[src/rtl/if_stage.sv]
`default_nettype none
// ============================================================================
// if_stage : instruction fetch with PC, local jump resolution, IF/ID register
// Rev 1.0
// ============================================================================
module if_stage #(
  parameter int N        = 32,
  parameter int DEPTH    = 32,
  parameter int RESET_PC = 0
) (
  input  logic         clk,
  input  logic         rst_n,
  output logic [N-1:0] imem_addr,
  input  logic [N-1:0] imem_instr,
  input  logic         stall,
  input  logic         redirect_valid,
  input  logic [N-1:0] redirect_pc,
  output logic         ifid_valid,
  output logic [N-1:0] ifid_instr,
  output logic [N-1:0] ifid_pc,
  output logic         pc_oob,
  output logic [15:0]  fetch_cnt
);

  localparam logic [N:0]   c_DEPTH    = (N+1)'(DEPTH);
  localparam logic [N-1:0] c_RESET_PC = N'(RESET_PC);
  localparam logic [5:0]   c_OP_J     = 6'b000010;

  logic [N-1:0] pc_q, pc_d;
  logic         valid_q, valid_d;
  logic [N-1:0] instr_q, instr_d;
  logic [N-1:0] ifpc_q, ifpc_d;
  logic [15:0]  cnt_q, cnt_d;

  logic [31:0]  w_instr32;
  logic         w_oob;
  logic         w_jump;
  logic [N-1:0] w_jtarget;

  assign w_instr32 = 32'(imem_instr);
  assign w_oob     = {1'b0, pc_q} >= c_DEPTH;
  assign w_jump    = (w_instr32[31:26] == c_OP_J);
  // Jump field is a byte-style target reused directly as a word index.
  assign w_jtarget = N'({w_instr32[25:0], 2'b00});

  always_comb begin
    pc_d    = pc_q;
    valid_d = valid_q;
    instr_d = instr_q;
    ifpc_d  = ifpc_q;
    cnt_d   = cnt_q;
    if (redirect_valid) begin
      pc_d    = redirect_pc;
      valid_d = 1'b0;
      instr_d = '0;
      ifpc_d  = pc_q;
    end else if (stall) begin
      pc_d = pc_q;
    end else if (w_oob) begin
      valid_d = 1'b0;
      instr_d = '0;
      ifpc_d  = pc_q;
    end else begin
      pc_d    = w_jump ? w_jtarget : pc_q + N'(1);
      valid_d = 1'b1;
      instr_d = imem_instr;
      ifpc_d  = pc_q;
      if (cnt_q != 16'hFFFF) begin
        cnt_d = cnt_q + 16'd1;
      end
    end
  end

  always_ff @(posedge clk or negedge rst_n) begin
    if (!rst_n) begin
      pc_q    <= c_RESET_PC;
      valid_q <= 1'b0;
      instr_q <= '0;
      ifpc_q  <= '0;
      cnt_q   <= '0;
    end else begin
      pc_q    <= pc_d;
      valid_q <= valid_d;
      instr_q <= instr_d;
      ifpc_q  <= ifpc_d;
      cnt_q   <= cnt_d;
    end
  end

  assign imem_addr  = pc_q;
  assign pc_oob     = w_oob;
  assign ifid_valid = valid_q;
  assign ifid_instr = instr_q;
  assign ifid_pc    = ifpc_q;
  assign fetch_cnt  = cnt_q;

endmodule
`default_nettype wire

[config.mk]
export PLATFORM = sky130hd
export DESIGN_NAME = if_stage
export DESIGN_NICKNAME = d
export VERILOG_FILES = /design/src/rtl/if_stage.sv
export SDC_FILE = /design/constraint.sdc
export NUM_CORES = 1
export LEC_CHECK = 0
export BUFFER_PORTS_ARGS = -buffer_cell sky130_fd_sc_hd__buf_2
export CORE_MARGIN = 2
export CORE_UTILIZATION = 32
export DETAILED_ROUTE_END_ITERATION = 7
export GPL_TIMING_DRIVEN = 0
export PLACE_DENSITY = 0.62
export SYNTH_ARGS = -nofsm -noshare
export SYNTH_HDL_FRONTEND = slang
export SYNTH_SLANG_ARGS = --single-unit
[constraint.sdc]
create_clock -name clk -period 2.2 [get_ports clk]
set_clock_uncertainty 0.15 [all_clocks]
set_input_delay 0.22 -clock clk [delete_from_list [all_inputs] [get_ports clk]]
set_output_delay 0.22 -clock clk [all_outputs]
set_load 0.05 [all_outputs]
Word level (Yosys, flattened, before mapping):

Cells that the tools add are included.

* add/sub/neg operators: 2
* $lt $le $gt $ge: 1
* equality and inequality tests: 4
* multiplexer cells: 12
* bitwise gates (word level): 3
* reduce and logical (&&, ||, !) cells: 2

Operator list (number)
* two-way mux 32 bit: 9
* adder 32 x 1 -> 32 bit, second input constant: 1
* >= comparator 32 x 6 -> 1 bit, second input constant: 1
* adder 16 x 1 -> 16 bit, second input constant: 1
* != test 16 bit, second input constant: 1
* equality test 6 x 2 -> 1 bit, second input constant: 1
* AND reduction 4 bit: 1
* two-way mux 1 bit: 3
* inverter 1 bit: 3
* != test 2 x 1 -> 1 bit, second input constant: 1
* != test 2 bit, second input constant: 1
* AND reduction 2 bit: 1

* register bits: 113
* input bits: 68
* logic and storage cells: 29

Logic depth before layout (Yosys ltp):

* depth after elaboration: 5
* mapped depth: 8
* mapped depth without buffers: 6

Worst setup path after synthesis:

Ideal clock, no wire load.

* path kind: reg-to-reg
* start point: register pc_q[0] (netlist: imem_addr[0])
* end point: register pc_q[20] (netlist: imem_addr[20])
* library setup time: 0.126 ns
* data arrival time: 2.101 ns
* setup slack: -0.177 ns
* stages on the path, launching flop included: 7
* buffers on the path: 0
* cell sequence: dfrtp_1 -> ha_1 -> nand3_1 -> or3_1 -> o21ai_0 -> a21oi_1 -> a221o_1

* word-level cells in the longest chain between the ends: 5
* elaborated cells on any way between the ends: 8
* classes of those cells: 1 x add/sub; 1 x order compare; 1 x eq/ne; 4 x mux; 1 x reduce/logical

RTL lines
* from (decl): line 29 `logic [N-1:0] pc_q, pc_d;`
* from (signal assigned): line 76 `pc_q <= c_RESET_PC;`
* from (signal assigned): line 82 `pc_q <= pc_d;`
* adder 32 x 1 -> 32 bit: line 64 `pc_d = w_jump ? w_jtarget : pc_q + N'(1);`
* two-way mux 32 bit: line 64
* two-way mux 32 bit: line 59 `end else if (w_oob) begin`
* two-way mux 32 bit: line 57 `end else if (stall) begin`
* two-way mux 32 bit: line 52 `if (redirect_valid) begin`

Parallel ways exist; a longest one is shown, timed or not. The select of a mux whose other input is x is not followed.
A chain may end at the register's enable or synchronous reset.

Final worst setup path:

* start point: register pc_q[31] (netlist: imem_addr[31])
* end point: register cnt_q[14] (netlist: fetch_cnt[14])

* word-level cells in the longest chain between the ends: 3

RTL lines
* >= comparator 32 x 6 -> 1 bit: line 41 `assign w_oob = {1'b0, pc_q} >= c_DEPTH;`
* inverter 1 bit (no line)
* AND reduction 4 bit (no line)
* to (signal assigned): line 86 `cnt_q <= cnt_d;`
* to (decl): line 33 `logic [15:0] cnt_q, cnt_d;`

No other way between the ends.

==> impl_metrics.tcl <==
set metrics [dict create \
    status "complete, but fails checks" \
    violations "setup timing" \
    synth.most_common_cell "dfrtp_1" \
    synth_edf_count 0 \
    cts_max_level 4 \
    max_freq_mhz 444 \
    drv_slew 0 \
    grt_overflow 0 \
    grt_util_all_layers_pct 21.6 \
    layout-drive-gt1-share_pct 41.0 \
    syn-mean-instance-area_um2 11.3 \
    report.final.hold_viol_count 0 \
    core_mm2 0.0164 \
    tns_ns -0.137 \
    synth_ff_type "dfrtp_1" \
    end_kind "flip-flop" \
    irDropWorstVdd_mv 0.477 \
    yosysWarnings 0 \
    synth_top_cell_by_area "dfrtp_1" \
    fp.dieArea_mm2 0.0176 \
    cts_buffers 17 \
    routedWlPerCell_um 19.3 \
    yosysSeqAreaShare_pct 53.4 \
    path_max_fanout 4 \
    worstSetupStartpoint "imem_addr[31]" \
    fin_hold_ws_ns 0.0795 \
    cts_tree "built" \
    clock_latency_ns 0.42 \
    hp-class "in -> async" \
    synth_cell_types 56 \
    finalCritPeriodShare_pct 102 \
    ant_nets 0 \
    final_area_mm2 0.00802 \
    synth_cells 471 \
    critPathLaunchType "flip-flop" \
    drt_iter0_markers 299 \
    synthTopCellsByCount "113 x dfrtp_1, 34 x a22o_1, 34 x nand2_1" \
    cts.clk_slew.worst_paths_ns 0.05 \
    io_pins 182 \
    grt_first_pass_wirelength_um 29300 \
    yosysTopAreaCellShare_pct 53.4 \
    grt_antenna_before_repair 1 \
    vias 5048 \
    start_util_pct 32.3 \
    drc 0 \
    p_per_area_mw_per_mm2 773 \
    routabilityCongestion 0.901 \
    layout.nets 816 \
    dpl_cell_area_mm2 0.00652 \
    dp_hpwl_um 13100 \
    rows 47 \
    period_minus_slack_ns 2.25 \
    rsz0062_at_grt "true" \
    maxCapViolations 0 \
    vias_per_cell 5.16 \
    grt_pass1_vias 5141 \
    port_buffers 180 \
    area_growth_pct 51.3 \
    required_ns 2.35 \
    cts.path.max_buffers 2 \
    syn_nets 542 \
    rr_startpoint "imem_addr[31]" \
    setup_viol 4 \
    diodes 0 \
    arrival_ns 2.40 \
    cts.sinks 113 \
    dr.pass1.iters 4 \
    p_leak_uw 0.00376 \
    grt_max_degree 93 \
    worst_slack_ns -0.0510 \
    relSlewSlack_pct 54.2 \
    total_power_uw 6200 \
    drt-total-wl_um 18800 \
    die_x_um 133 \
    synth_seq_cells 113 \
    netlist_area_mm2 0.00530 \
    worst_pin_slew_ns 0.688 \
    root_buffer "clkbuf_16" \
    async_flop_share_pct 100 \
    critical_path_class "reg -> reg" \
    ys_top_cells_by_area "dfrtp_1 53%, mux2_2 6.8%, a22o_1 5.6%" \
    die_height_um 133 \
]
[kinds of logic (layout without fill, tap and decap cells)]
| logic type | Yosys count | after routing | synth area share, % |
|---|---|---|---|
| XOR/XNOR | 18 | 18 | 2.98 |
| buffers and inverters | 42 | 329 | 3.92 |
| flip-flops | 113 | 113 | 53.4 |
| AO/OA/AOI/OAI | 109 | 109 | 15.7 |
| adder cells (fa/ha/maj) | 3 | 3 | 0.708 |
| AND/OR/NAND/NOR | 149 | 149 | 15.5 |
| multiplexers | 37 | 37 | 7.79 |
[layout make-up]
cell class                 count  area [um2]
buffer                        32         184
clock buffer                  27         513
clock inverter                 5        50.0
fill                        1514        8390
inverter                       9        33.8
multi-input combinational    316        2450
sequential                   113        2850
tap                          220         275
timing repair buffer         256        1670
[registers in the layout, summed over array words and instances (netlist names)]
register and flops:
ifid_instr 32, ifid_pc 32, imem_addr 32, fetch_cnt 16
ifid_valid 1
[path summary, 6_finish.rpt]
| check | end | slack [ns] | cells past startpoint |
|---|---|---|---|
| max | fetch_cnt[14] | -0.05 | 7 |
| min reg2reg | ifid_valid | 0.34 | 1 |
| max reg2reg | fetch_cnt[14] | -0.05 | 7 |
| max in group asynchronous | imem_addr[23] | 1.08 | 3 |
| min | ifid_pc[31] | 0.08 | 2 |
| min in group clk | imem_addr[21] | 0.08 | 5 |
[worst max-delay path: stages, from the launching register on]
cell and delay (ns):
dfrtp_2 0.44, nor4_4 0.39, nand4_4 0.19, buf_6 0.17
nor3_4 0.22, buf_6 0.15, nand4_1 0.11, mux2_4 0.32
[what timing repair did]
action / CTS / global route
resized for setup: 24 / 23
pin swaps: 5 / 3
endpoints found under the setup margin: 76 / 61
setup buffers: 8 / 4
endpoints found under the hold margin: 174 / 0
cloned: 0 / 1
hold buffers: 62 / 0
[placed cells by master (no fill, tap or decap), types with 5 or more instances in the layout]
master | Yosys | final
dlygate4sd3_1 | 0 | 62
a21oi_1 | 17 | 16
a31oi_1 | 6 | 6
o31a_1 | 7 | 7
nor2_1 | 20 | 20
nand3_1 | 24 | 21
clkbuf_8 | 0 | 5
nand4_1 | 15 | 15
clkbuf_1 | 14 | 19
a22o_1 | 34 | 34
buf_6 | 4 | 11
buf_2 | 13 | 188
and3_1 | 10 | 10
o21ai_0 | 14 | 13
clkbuf_16 | 0 | 17
nor3_1 | 8 | 7
dfrtp_2 | 0 | 15
inv_1 | 8 | 8
buf_4 | 1 | 9
nand2b_1 | 10 | 10
dfrtp_1 | 113 | 98
nand2_1 | 34 | 34
mux2_2 | 32 | 32
nor4_4 | 0 | 8
xnor2_1 | 16 | 16
[report_power, final]
part           internal, uW  leakage (uW)  switching, uW
Combinational           378       0.00207            814
Clock                  1690      0.000281            935
Sequential             2220       0.00141            158
Total                  4290       0.00376           1910
[through the flow]
step                util, %  std cells  setup WS (ns)
floorplan                 -        471       -0.00815
CTS                    48.1        974        -0.0242
global route           48.9        978         -0.125
finish                 48.9        978        -0.0510
global placement       39.5        871         -0.819
detailed placement     39.7        872         -0.354
[layer usage]
metal	share of wire (%)	vias to the layer above	track usage, %	wire, um
met4	1.3	2	6.27	236
met5	0.037	-	0	7
met3	6.2	21	5.48	1170
met2	49	190	35.4	9150
met1	44	2531	28.3	8270
li1	-	2304	-	-
No activity file was read; power rests on OpenSTA's default activity.
